==> config.mk <==
export PLATFORM = sky130hd
export DESIGN_NAME = shot_seq_flat
export DESIGN_NICKNAME = d
export VERILOG_FILES = /design/src/rtl/shot_seq_pkg.sv /design/src/rtl/shot_seq_if.sv /design/src/rtl/shot_seq_timer.sv /design/src/rtl/shot_seq.sv /design/src/flat_wrapper.sv
export SDC_FILE = /design/constraint.sdc
export NUM_CORES = 1
export LEC_CHECK = 0
export BUFFER_PORTS_ARGS = -buffer_cell sky130_fd_sc_hd__buf_2
export CORE_MARGIN = 3
export CORE_UTILIZATION = 47
export DETAILED_ROUTE_END_ITERATION = 16
export PLACE_DENSITY = 0.79
export SKIP_CTS_REPAIR_TIMING = 1
export SLEW_MARGIN = 40
export SYNTH_ARGS = -nofsm -noshare
export SYNTH_HDL_FRONTEND = slang
export SYNTH_SLANG_ARGS = --single-unit
export TNS_END_PERCENT = 1
==> constraint.sdc <==
create_clock -name clk -period 8.4 [get_ports clk]
set_input_delay 0.42 -clock clk [delete_from_list [all_inputs] [get_ports clk]]
set_output_delay 0.42 -clock clk [all_outputs]
set_load 0.05 [all_outputs]
==> src/rtl/shot_seq_pkg.sv <==
// Shared types and default sizing for the multi-shot core sequencer.
package shot_seq_pkg;

  typedef enum logic [2:0] {
    S_IDLE,
    S_RST,
    S_RUN,
    S_GAP,
    S_FLUSH
  } state_t;

  localparam int NPROC_DEF         = 4;
  localparam int SHOTCNT_WIDTH_DEF = 32;
  localparam int DELAY_WIDTH_DEF   = 24;
  localparam int TIMEOUT_WIDTH_DEF = 27;
  localparam int RSTLEN_DEF        = 2;

  function automatic int imax(input int a, input int b);
    return (a > b) ? a : b;
  endfunction

endpackage

==> src/rtl/shot_seq_if.sv <==
// Host/core-side signal bundle of the shot sequencer.
interface shot_seq_if #(
  parameter int NPROC         = 4,
  parameter int SHOTCNT_WIDTH = 32,
  parameter int DELAY_WIDTH   = 24,
  parameter int TIMEOUT_WIDTH = 27
);
  logic                     stb_start;
  logic                     stb_abort;
  logic [SHOTCNT_WIDTH-1:0] nshot;
  logic [DELAY_WIDTH-1:0]   shot_delay;
  logic [NPROC-1:0]         proc_mask;
  logic [TIMEOUT_WIDTH-1:0] timeout;
  logic [NPROC-1:0]         procend;
  logic [NPROC-1:0]         proc_reset;
  logic [NPROC-1:0]         shotstatus;
  logic [SHOTCNT_WIDTH-1:0] shotcnt;
  logic                     busy;
  logic                     stb_shotstart;
  logic                     stb_shotdone;
  logic                     lastshotdone;
  logic                     timeout_err;

  modport master (
    output stb_start, stb_abort, nshot, shot_delay, proc_mask, timeout, procend,
    input  proc_reset, shotstatus, shotcnt, busy, stb_shotstart, stb_shotdone,
           lastshotdone, timeout_err
  );

  modport slave (
    input  stb_start, stb_abort, nshot, shot_delay, proc_mask, timeout, procend,
    output proc_reset, shotstatus, shotcnt, busy, stb_shotstart, stb_shotdone,
           lastshotdone, timeout_err
  );
endinterface

==> src/rtl/shot_seq_timer.sv <==
// Loadable saturating down-counter shared by the RST, GAP, FLUSH and timeout phases.
module shot_seq_timer #(
  parameter int W = 27
) (
  input  logic         clk,
  input  logic         reset_n,
  input  logic         load,
  input  logic [W-1:0] load_val,
  input  logic         dec,
  output logic         zero
);
  logic [W-1:0] cnt;

  always_ff @(posedge clk or negedge reset_n) begin
    if (!reset_n)                cnt <= '0;
    else if (load)               cnt <= load_val;
    else if (dec && cnt != '0)   cnt <= cnt - 1'b1;
  end

  assign zero = (cnt == '0);
endmodule

==> src/rtl/shot_seq.sv <==
// Multi-shot sequencer: resets enabled cores, waits for end-of-shot, repeats with
// optional gap; supports continuous mode, run timeout and abort.
module shot_seq
  import shot_seq_pkg::*;
#(
  parameter int NPROC         = NPROC_DEF,
  parameter int SHOTCNT_WIDTH = SHOTCNT_WIDTH_DEF,
  parameter int DELAY_WIDTH   = DELAY_WIDTH_DEF,
  parameter int TIMEOUT_WIDTH = TIMEOUT_WIDTH_DEF,
  parameter int RSTLEN        = RSTLEN_DEF
) (
  input logic       clk,
  input logic       reset_n,
  shot_seq_if.slave bus
);
  localparam int TMR_W = imax(imax(DELAY_WIDTH, TIMEOUT_WIDTH), $clog2(RSTLEN) + 1);

  state_t state, state_d;

  logic [NPROC-1:0]         mask_q, mask_d;
  logic [SHOTCNT_WIDTH-1:0] nshot_q;
  logic [DELAY_WIDTH-1:0]   delay_q;
  logic [TIMEOUT_WIDTH-1:0] timeout_q;

  logic             tmr_load, tmr_dec, tmr_zero;
  logic [TMR_W-1:0] tmr_val;

  logic [NPROC-1:0]         proc_reset_q, proc_reset_d;
  logic [NPROC-1:0]         shotstatus_q, shotstatus_d;
  logic [SHOTCNT_WIDTH-1:0] shotcnt_q, shotcnt_d, cnt_inc;
  logic busy_q, shotstart_q, shotdone_q, last_q, tmo_err_q;
  logic last_d, tmo_err_d;

  logic start_ok, abort_ok, done, done_take, final_shot, tmo, tmo_take;

  assign start_ok   = (state == S_IDLE) && bus.stb_start && (|bus.proc_mask);
  assign abort_ok   = bus.stb_abort && (state == S_RST || state == S_RUN || state == S_GAP);
  assign done       = (state == S_RUN) && (&(shotstatus_q | ~mask_q));
  assign cnt_inc    = shotcnt_q + 1'b1;
  assign final_shot = (nshot_q != '0) && (cnt_inc == nshot_q);
  assign tmo        = (state == S_RUN) && (timeout_q != '0) && tmr_zero;
  // Priority: abort > completion > timeout.
  assign done_take  = done && !abort_ok;
  assign tmo_take   = tmo && !done && !abort_ok;
  assign mask_d     = start_ok ? bus.proc_mask : mask_q;

  always_ff @(posedge clk or negedge reset_n) begin
    if (!reset_n) state <= S_IDLE;
    else          state <= state_d;
  end

  always_comb begin
    state_d = state;
    case (state)
      S_IDLE:  if (start_ok) state_d = S_RST;
      S_RST: begin
        if (abort_ok)      state_d = S_FLUSH;
        else if (tmr_zero) state_d = S_RUN;
      end
      S_RUN: begin
        if (abort_ok)                state_d = S_FLUSH;
        else if (done_take) begin
          if (final_shot)            state_d = S_IDLE;
          else if (delay_q == '0)    state_d = S_RST;
          else                       state_d = S_GAP;
        end else if (tmo_take)       state_d = S_FLUSH;
      end
      S_GAP: begin
        if (abort_ok)      state_d = S_FLUSH;
        else if (tmr_zero) state_d = S_RST;
      end
      S_FLUSH: if (tmr_zero) state_d = S_IDLE;
      default: state_d = S_IDLE;
    endcase
  end

  // Timer reloads on every state change with the length of the phase being entered.
  always_comb begin
    tmr_load = (state_d != state);
    tmr_dec  = !tmr_load;
    case (state_d)
      S_RST, S_FLUSH: tmr_val = TMR_W'(RSTLEN - 1);
      S_RUN:          tmr_val = TMR_W'(timeout_q);
      S_GAP:          tmr_val = TMR_W'(delay_q - 1'b1);
      default:        tmr_val = '0;
    endcase

    proc_reset_d = (state_d == S_RST || state_d == S_FLUSH) ? mask_d : '0;

    // The first RUN cycle is blanked so stale end-of-shot levels are not counted.
    if (state_d == S_RST)                        shotstatus_d = '0;
    else if (state == S_RUN && !shotstart_q)     shotstatus_d = shotstatus_q | (bus.procend & mask_q);
    else                                         shotstatus_d = shotstatus_q;

    shotcnt_d = shotcnt_q;
    last_d    = last_q;
    tmo_err_d = tmo_err_q;
    if (start_ok) begin
      shotcnt_d = '0;
      last_d    = 1'b0;
      tmo_err_d = 1'b0;
    end else begin
      if (done_take)               shotcnt_d = cnt_inc;
      if (done_take && final_shot) last_d    = 1'b1;
      if (tmo_take)                tmo_err_d = 1'b1;
    end
  end

  always_ff @(posedge clk or negedge reset_n) begin
    if (!reset_n) begin
      mask_q       <= '0;
      nshot_q      <= '0;
      delay_q      <= '0;
      timeout_q    <= '0;
      proc_reset_q <= '0;
      shotstatus_q <= '0;
      shotcnt_q    <= '0;
      busy_q       <= 1'b0;
      shotstart_q  <= 1'b0;
      shotdone_q   <= 1'b0;
      last_q       <= 1'b0;
      tmo_err_q    <= 1'b0;
    end else begin
      if (start_ok) begin
        nshot_q   <= bus.nshot;
        delay_q   <= bus.shot_delay;
        timeout_q <= bus.timeout;
      end
      mask_q       <= mask_d;
      proc_reset_q <= proc_reset_d;
      shotstatus_q <= shotstatus_d;
      shotcnt_q    <= shotcnt_d;
      busy_q       <= (state_d != S_IDLE);
      shotstart_q  <= (state_d == S_RUN) && (state != S_RUN);
      shotdone_q   <= done_take;
      last_q       <= last_d;
      tmo_err_q    <= tmo_err_d;
    end
  end

  shot_seq_timer #(.W(TMR_W)) u_timer (
    .clk      (clk),
    .reset_n  (reset_n),
    .load     (tmr_load),
    .load_val (tmr_val),
    .dec      (tmr_dec),
    .zero     (tmr_zero)
  );

  assign bus.proc_reset    = proc_reset_q;
  assign bus.shotstatus    = shotstatus_q;
  assign bus.shotcnt       = shotcnt_q;
  assign bus.busy          = busy_q;
  assign bus.stb_shotstart = shotstart_q;
  assign bus.stb_shotdone  = shotdone_q;
  assign bus.lastshotdone  = last_q;
  assign bus.timeout_err   = tmo_err_q;
endmodule

==> src/flat_wrapper.sv <==
// flat-port wrapper written by rule: the top's interface ports become plain ports
module shot_seq_flat import shot_seq_pkg::*;
#(
  parameter int NPROC         = NPROC_DEF,
  parameter int SHOTCNT_WIDTH = SHOTCNT_WIDTH_DEF,
  parameter int DELAY_WIDTH   = DELAY_WIDTH_DEF,
  parameter int TIMEOUT_WIDTH = TIMEOUT_WIDTH_DEF,
  parameter int RSTLEN        = RSTLEN_DEF
)
  (clk, reset_n, bus_stb_start, bus_stb_abort, bus_nshot, bus_shot_delay, bus_proc_mask, bus_timeout, bus_procend, bus_proc_reset, bus_shotstatus, bus_shotcnt, bus_busy, bus_stb_shotstart, bus_stb_shotdone, bus_lastshotdone, bus_timeout_err);
  shot_seq_if #(.NPROC(NPROC), .SHOTCNT_WIDTH(SHOTCNT_WIDTH), .DELAY_WIDTH(DELAY_WIDTH), .TIMEOUT_WIDTH(TIMEOUT_WIDTH)) bus_i ();
  input logic clk;
  input logic reset_n;
  input wire logic [$bits(bus_i.stb_start)-1:0] bus_stb_start;
  input wire logic [$bits(bus_i.stb_abort)-1:0] bus_stb_abort;
  input wire logic [$bits(bus_i.nshot)-1:0] bus_nshot;
  input wire logic [$bits(bus_i.shot_delay)-1:0] bus_shot_delay;
  input wire logic [$bits(bus_i.proc_mask)-1:0] bus_proc_mask;
  input wire logic [$bits(bus_i.timeout)-1:0] bus_timeout;
  input wire logic [$bits(bus_i.procend)-1:0] bus_procend;
  output wire logic [$bits(bus_i.proc_reset)-1:0] bus_proc_reset;
  output wire logic [$bits(bus_i.shotstatus)-1:0] bus_shotstatus;
  output wire logic [$bits(bus_i.shotcnt)-1:0] bus_shotcnt;
  output wire logic [$bits(bus_i.busy)-1:0] bus_busy;
  output wire logic [$bits(bus_i.stb_shotstart)-1:0] bus_stb_shotstart;
  output wire logic [$bits(bus_i.stb_shotdone)-1:0] bus_stb_shotdone;
  output wire logic [$bits(bus_i.lastshotdone)-1:0] bus_lastshotdone;
  output wire logic [$bits(bus_i.timeout_err)-1:0] bus_timeout_err;
  assign bus_i.stb_start = bus_stb_start;
  assign bus_i.stb_abort = bus_stb_abort;
  assign bus_i.nshot = bus_nshot;
  assign bus_i.shot_delay = bus_shot_delay;
  assign bus_i.proc_mask = bus_proc_mask;
  assign bus_i.timeout = bus_timeout;
  assign bus_i.procend = bus_procend;
  assign bus_proc_reset = bus_i.proc_reset;
  assign bus_shotstatus = bus_i.shotstatus;
  assign bus_shotcnt = bus_i.shotcnt;
  assign bus_busy = bus_i.busy;
  assign bus_stb_shotstart = bus_i.stb_shotstart;
  assign bus_stb_shotdone = bus_i.stb_shotdone;
  assign bus_lastshotdone = bus_i.lastshotdone;
  assign bus_timeout_err = bus_i.timeout_err;
  shot_seq #(.NPROC(NPROC), .SHOTCNT_WIDTH(SHOTCNT_WIDTH), .DELAY_WIDTH(DELAY_WIDTH), .TIMEOUT_WIDTH(TIMEOUT_WIDTH), .RSTLEN(RSTLEN)) u_core (.clk(clk), .reset_n(reset_n), .bus(bus_i));
endmodule
* Word level (Yosys, flattened, before mapping)
Index checks and enable logic that the tools add are counted.
Word-level totals: logic and storage cells 93, register bits 162, output and inout bits 45, bits of input ports 95
Operators by class: reduce and logical (&&, ||, !) cells 36, $add $sub $neg 3, mux-type cells 25, bitwise operators 4, equal/unequal tests 11
Operators with widths (count):
- $pmux 27 s3 | 1
- $mux 32 | 2
- $mux 27 | 2
- $reduce_bool 27->1 | 2
- $add 32x1->32 const B | 1
- $eq 32x32->1 | 1
- $reduce_bool 32->1 | 1
- $mux 3 | 10
- $logic_not 27->1 | 1
- $sub 27x1->27 const B | 1
- $sub 24x1->25 const B | 1
- $logic_not 24->1 | 1
- $mux 4 | 4
- $pmux 3 s5 | 1
- $logic_and 1x1->1 | 14
- $eq 3x2->1 const B | 4
- $reduce_bool 2->1 | 5
- $or 4x4->4 | 2
- $eq 3x1->1 const B | 2
- $eq 3x3->1 const B | 2
- $and 4x4->4 | 1
- $logic_not 1->1 | 4
- $mux 1 | 4
- $not 4->4 | 1
- 9 further kinds | 11

* Depth between registers and ports, before layout
depth after elaboration 16, gate-level depth with buffers 15, mapped depth without buffers 12

* Hierarchy
Synthesis repeated with hierarchy kept, for this count alone.
Unflattened totals: cells, all modules 968, area, all modules 9352.7 sq um
By module, submodules not included:
- shot_seq | area an instance 7531.0 sq um, seq. area each 3378.2 sq um, instances 1, cells an instance 769
- shot_seq_timer | area an instance 1821.7 sq um, seq. area each 675.6 sq um, instances 1, cells an instance 199

* Worst setup path before layout
Ideal clock, no wire load.
kind register -> register, start register u_core.shotcnt_q[6] (netlist: u_core.bus.shotcnt[6]), end register u_core.u_timer.cnt[10], library setup time 0.126 ns, path buffers 3, data arrival time 3.571 ns, data required time 8.274 ns, path slack 4.703 ns, period minus slack after synthesis 3.697 ns, stages on the path, launching flop included 14, path through dfrtp_1 buf_4 nand3_1 or4_4 nor3_1 o21ai_0 a2111oi_0 nand4b_1 or2_1 buf_6 a21boi_4 nor3_4 buf_6 a221o_1
Between the ends: cells in the longest elaborated chain, start to end 11
RTL lines:
- start: declaration | line shot_seq.sv:30 | logic [SHOTCNT_WIDTH-1:0] shotcnt_q, shotcnt_d, cnt_inc;
- start signal: assignment | line shot_seq.sv:132 | shotcnt_q <= shotcnt_d;
- $add 32x1->32 * | line shot_seq.sv:39 | assign cnt_inc = shotcnt_q + 1'b1;
- $eq 32x32->1 * | line shot_seq.sv:40 | assign final_shot = (nshot_q != '0) && (cnt_inc == nshot_q);
- $logic_and 1x1->1 * | line shot_seq.sv:40
- $mux 3 * | line shot_seq.sv:63 | if (final_shot) state_d = S_IDLE;
- $mux 3 * | line shot_seq.sv:62 | else if (done_take) begin
- $mux 3 * | line shot_seq.sv:61 | if (abort_ok) state_d = S_FLUSH;
- $pmux 3 s5 * | line shot_seq.sv:54 | case (state)
- $eq 3x3->1 (tied with other cells) | line shot_seq.sv:81 | case (state_d)
- $reduce_or 2->1 / $logic_not 1->1 (equally long branches) | line shot_seq.sv:81, shot_seq.sv:80
- $pmux 27 s3 / $logic_and 1x1->1 (equally long branches) | line shot_seq.sv:81, shot_seq_timer.sv:17
- $mux 27 / $reduce_bool 2->1 (equally long branches)
- end signal: assignment | line shot_seq_timer.sv:16 | else if (load) cnt <= load_val;
- end signal: assignment | line shot_seq_timer.sv:17 | else if (dec && cnt != '0) cnt <= cnt - 1'b1;
- end: declaration | line shot_seq_timer.sv:12 | logic [W-1:0] cnt;
Mark *: on every way between the ends. The rest lies on a longest branch, timed or not. A chain may end at the register's enable or synchronous reset.

* Worst setup path in the final report
start register u_core.shotcnt_q[4] (netlist: u_core.bus.shotcnt[4]), end register u_core.shotstatus_q[0] (netlist: u_core.bus.shotstatus[0])
Between the ends: cells in the longest elaborated chain, start to end 9
RTL lines:
- $add 32x1->32 * | line shot_seq.sv:39
- $eq 32x32->1 * | line shot_seq.sv:40
- $logic_and 1x1->1 * | line shot_seq.sv:40
- $mux 3 * | line shot_seq.sv:63
- $mux 3 * | line shot_seq.sv:62
- $mux 3 * | line shot_seq.sv:61
- $pmux 3 s5 * | line shot_seq.sv:54
- named net u_core.state_d[1] | line shot_seq.sv:18 | state_t state, state_d;
- $eq 3x1->1 * | line shot_seq.sv:91 | if (state_d == S_RST) shotstatus_d = '0;
- $mux 4 / $reduce_bool 2->1 (equally long branches)
- end signal: assignment | line shot_seq.sv:131 | shotstatus_q <= shotstatus_d;
- end: declaration | line shot_seq.sv:29 | logic [NPROC-1:0] shotstatus_q, shotstatus_d;
Mark *: on every way through the listed nets, which the timed path passes. The rest lies on a longest branch.

==> impl_table.tex <==
\begin{tabular}{lr}
\hline
Metric & Value \\
\hline
\multicolumn{2}{l}{\textbf{Clock tree}} \\
Clock root cell & sky130\_fd\_sc\_hd\_\_clkbuf\_16 \\
CTS clk-pin slew, worst paths & 60 ps \\
Clock sink total & 162 \\
Clock insertion delay at the later pin of the skew report & 430 ps \\
TritonCTS clock tree & yes \\
Number of H-tree levels & 4 \\
Maximum buffer depth of the clock tree & 2 \\
Number of buffers added by the clock tree synthesis step & 17 \\
\multicolumn{2}{l}{\textbf{Cells and area}} \\
Area growth from synthesis to final layout & 16.20\% \\
Diodes inserted & 0 \\
Fin nets & 1,297 \\
Layout fillers & 1,740 \\
Multi-input gate area & 4847 µm² \\
Storage cell area & 4054 µm² \\
Share of post-route cells with drive strength above 1 & 17.02\% \\
\multicolumn{2}{l}{\textbf{Logic synthesis}} \\
Yosys warnings & 0 \\
Netlist Area Pre-Place & 9175 µm² \\
Proportion of register bits with asynchronous set or reset after synthesis & 100.0\% \\
Syn Inst Count & 1,089 \\
Biggest area contributors in the synthesized netlist & sky130\_fd\_sc\_hd\_\_dfrtp\_1 (44\%), sky130\_fd\_sc\_hd\_\_nand2\_1 (13\%), sky130\_fd\_sc\_hd\_\_xnor2\_1 (4.9\%) \\
Synth area leader & sky130\_fd\_sc\_hd\_\_dfrtp\_1 \\
Sequential cell area fraction in the yosys report & 44.18\% \\
Top flip-flop cell by instance count after synthesis & sky130\_fd\_sc\_hd\_\_dfrtp\_1 \\
Library cells used by synthesis & 75 \\
Number of synthesized register bits & 162 \\
Number of enable-type register cells in the synthesized netlist & 0 \\
Post-Syn Area per Cell & 8.425 µm² \\
Area share of the largest cell type after synthesis & 44.18\% \\
Net count of the mapped netlist & 1,189 \\
\multicolumn{2}{l}{\textbf{Placement}} \\
Routability cong. & 0.9326 \\
HPWL after DPL & 18.25 mm \\
Setup slack at placement & 4086 ps \\
Count of input and output buffers & 139 \\
\multicolumn{2}{l}{\textbf{Global route}} \\
Total GRT Usage & 24.16\% \\
Global route overflow & 0 \\
Initial antenna violation count & 0 \\
Number of global-route vias before repair & 8,078 \\
Largest net degree at the start of global routing & 95 \\
Peak-usage layer in the global routing report & met2 \\
Grt met3 use & 4.422\% \\
Met2 usage & 36.38\% \\
Met1 routing resource usage after global routing & 35.50\% \\
Wire length of the first global-routing pass & 42.07 mm \\
\multicolumn{2}{l}{\textbf{Routing}} \\
Routed via count divided by cell count & 5.799 \\
Drt initial violations & 905 \\
Antenna violation net count after detailed routing & 0 \\
Detailed-route via count & 8,524 \\
DRT Pass-1 Iters & 5 \\
Routed wirelength normalized by instance count & 17.47 µm \\
DRC violation count after routing & 0 \\
Drt total wl & 25.68 mm \\
\multicolumn{2}{l}{\textbf{Timing}} \\
Setup repair after global routing missed its margin & no \\
Clock skew & 8.039 ps \\
Final Hold Violating Endpoints & 0 \\
Max transition margin & 47.61\% \\
Post-route setup TNS & 0 ps \\
Setup slack after layout & 4000 ps \\
Post-route minimum period & 4400 ps \\
Post-route fraction of the period consumed by the critical path & 52.38\% \\
Slew at the pin with the worst max-slew slack & 778.7 ps \\
Final number of max-transition violations & 0 \\
Setup-violating endpoint count in the final report & 0 \\
Maximum achievable frequency & 227.3 MHz \\
\multicolumn{2}{l}{\textbf{Pwr}} \\
Overall power of the completed layout & 3.587 mW \\
Static leakage & 4.994 nW \\
Power per cell area & 336.4 nW/µm² \\
IR drop worst, VDD & 168.8 µV \\
\multicolumn{2}{l}{\textbf{Floorplan}} \\
Die H & 145.7 µm \\
Cell Rows & 50 \\
Die outline area & 21,230 µm² \\
IO Pins & 140 \\
Die X-Extent & 145.7 µm \\
Initial cell density of the core & 48.40\% \\
Area of the core & 18,960 µm² \\
\multicolumn{2}{l}{\textbf{Worst setup path}} \\
Ordered cell list for the critical path & nand3\_1, or4\_4, nor3\_1, o21ai\_0, a2111oi\_0, nand4b\_1, or2\_1, a21oi\_4, inv\_2, nor2\_2, nor2\_1 \\
CP peak stage delay & 660 ps \\
Cell at the slowest stage of the critical path & sky130\_fd\_sc\_hd\_\_or4\_4 \\
Critical Path Start Type & flip-flop \\
Largest driver fanout on the critical path & 24 \\
Capturing element type of the critical path & flip-flop \\
Data required time at the worst endpoint & 8700 ps \\
Category of the critical setup timing path & reg2reg \\
Arrival time at the worst endpoint & 4700 ps \\
\multicolumn{2}{l}{\textbf{Min path}} \\
Worst min path class & in2async \\
\multicolumn{2}{l}{\textbf{Outcome}} \\
Result of the run & finished clean \\
\multicolumn{2}{l}{\textbf{Run}} \\
Max-capacitance violation count & 0 \\
\hline
\end{tabular}
## final cells by class
| class | instances | area share (%) |
|---|---|---|
| Sequential cell | 162 | 38.02 |
| Clock inverter | 13 | 1.408 |
| Inverter | 14 | 0.4929 |
| Timing Repair Buffer | 148 | 7.311 |
| Multi-Input combinational cell | 854 | 45.46 |
| Clock buffer | 19 | 4.248 |
| Tap cell | 260 | 3.051 |
## per-stage QoR
stage / utilization [%] / std cells / cell area [µm²] / hold slack (ps)
final: 56.24 / 1470 / 10660 / 34.77
after global routing: 56.24 / 1470 / 10660 / 89.04
after CTS: 56.13 / 1470 / 10640 / 89.41
after detailed placement: 52.95 / 1438 / 10040 / 500.2
after global placement: 52.80 / 1438 / 10010 / 497.4
after floorplan: - / 1089 / 9175 / 124.4
## synth_stat cells (all sizes together) (2+ instances only)
cell	number
and4	3
and2	4
buf	18
mux2	2
nor3b	4
nand3	27
or4	10
dfrtp	162
nand2b	4
xor2	33
nand2	317
inv	14
or3	9
o41ai	3
a21oi	17
nand4	16
o31ai	18
nor4b	6
a221o	19
xnor2	51
o21ai	58
nand4b	5
and4b	2
a2111oi	5
a21boi	4
nor4	56
a211o	7
ha	5
o21a	4
a311oi	2
nor2	79
or2	2
o22ai	3
a31oi	11
nand3b	2
nor3	36
and3	10
nor2b	3
clkbuf	41
## critical path, delay by kind of cell (launching register included)
kind | cells | cell delay, ps
AOI/OAI and AO/OA | 3 | 1190
and+or+nand+nor | 7 | 2340
buffers and inverters | 1 | 150
DFF | 1 | 580
## state kept, by name, indices dropped and copies added, names as in the netlist
| register | cells |
|---|---|
| u_core.bus.lastshotdone | 1 |
| u_core.bus.timeout_err | 1 |
| u_core.bus.shotstatus | 4 |
| u_core.state | 3 |
| u_core.mask_q | 4 |
| u_core.bus.proc_reset | 4 |
| u_core.bus.stb_shotdone | 1 |
| u_core.bus.shotcnt | 32 |
| u_core.bus.busy | 1 |
| u_core.delay_q | 24 |
| u_core.timeout_q | 27 |
| u_core.u_timer.cnt | 27 |
| u_core.bus.stb_shotstart | 1 |
| u_core.nshot_q | 32 |
## cells in the final DEF, fill, tap and decap left out, types with 12 or more instances in the layout
master / Yosys / routed
sky130_fd_sc_hd__nor3_1: 34 / 33
sky130_fd_sc_hd__nor4_1: 54 / 51
sky130_fd_sc_hd__nand4_1: 15 / 15
sky130_fd_sc_hd__a221o_1: 19 / 19
sky130_fd_sc_hd__nand2_1: 317 / 317
sky130_fd_sc_hd__xor2_1: 33 / 33
sky130_fd_sc_hd__xnor2_1: 51 / 51
sky130_fd_sc_hd__o21ai_0: 58 / 58
sky130_fd_sc_hd__clkbuf_16: 0 / 17
sky130_fd_sc_hd__dfrtp_1: 162 / 162
sky130_fd_sc_hd__a21oi_1: 14 / 14
sky130_fd_sc_hd__nand3_1: 27 / 27
sky130_fd_sc_hd__nor2_1: 78 / 78
sky130_fd_sc_hd__o31ai_1: 18 / 18
sky130_fd_sc_hd__buf_2: 8 / 138
sky130_fd_sc_hd__inv_1: 13 / 12
## power breakdown
group          total (mW)  internal (mW)  switching [mW]
registers            1.35           1.05           0.299
clock network       0.797          0.459           0.338
logic                1.44          0.548           0.894
## path summary, 6_finish.rpt
check                                              start                        to  slack (ps)  depth (start not counted)
worst max-delay path               u_core.bus.shotcnt[4]  u_core.bus.shotstatus[0]        4000                         11
worst min-delay path                             reset_n  u_core.bus.shotstatus[0]          30                          1
worst max register to register     u_core.bus.shotcnt[4]  u_core.bus.shotstatus[0]        4000                         11
worst min register to register  u_core.bus.shotstatus[3]  u_core.bus.shotstatus[3]         510                          2
max in group asynchronous                        reset_n     u_core.bus.shotcnt[6]        7190                          2
min in group clk                      bus_shot_delay[10]        u_core.delay_q[10]         170                          3
## kinds of logic after synthesis
| family | synth area share (%) |
|---|---|
| AND/OR/NAND/NOR | 30.64 |
| flip-flops | 44.18 |
| multiplexers | 0.3545 |
| buffers and inverters | 3.518 |
| adder cells (fa/ha/maj) | 0.6818 |
| XOR/XNOR | 8.019 |
| AO/OA/AOI/OAI | 12.60 |
## layer usage
| metal | share of wire [%] | up-vias |
|---|---|---|
| li1 | - | 4052 |
| met4 | 2.2 | 0 |
| met3 | 8.0 | 42 |
| met5 | 0 | - |
| met2 | 45 | 378 |
| met1 | 45 | 4052 |
(Power assumes the default switching activity.)
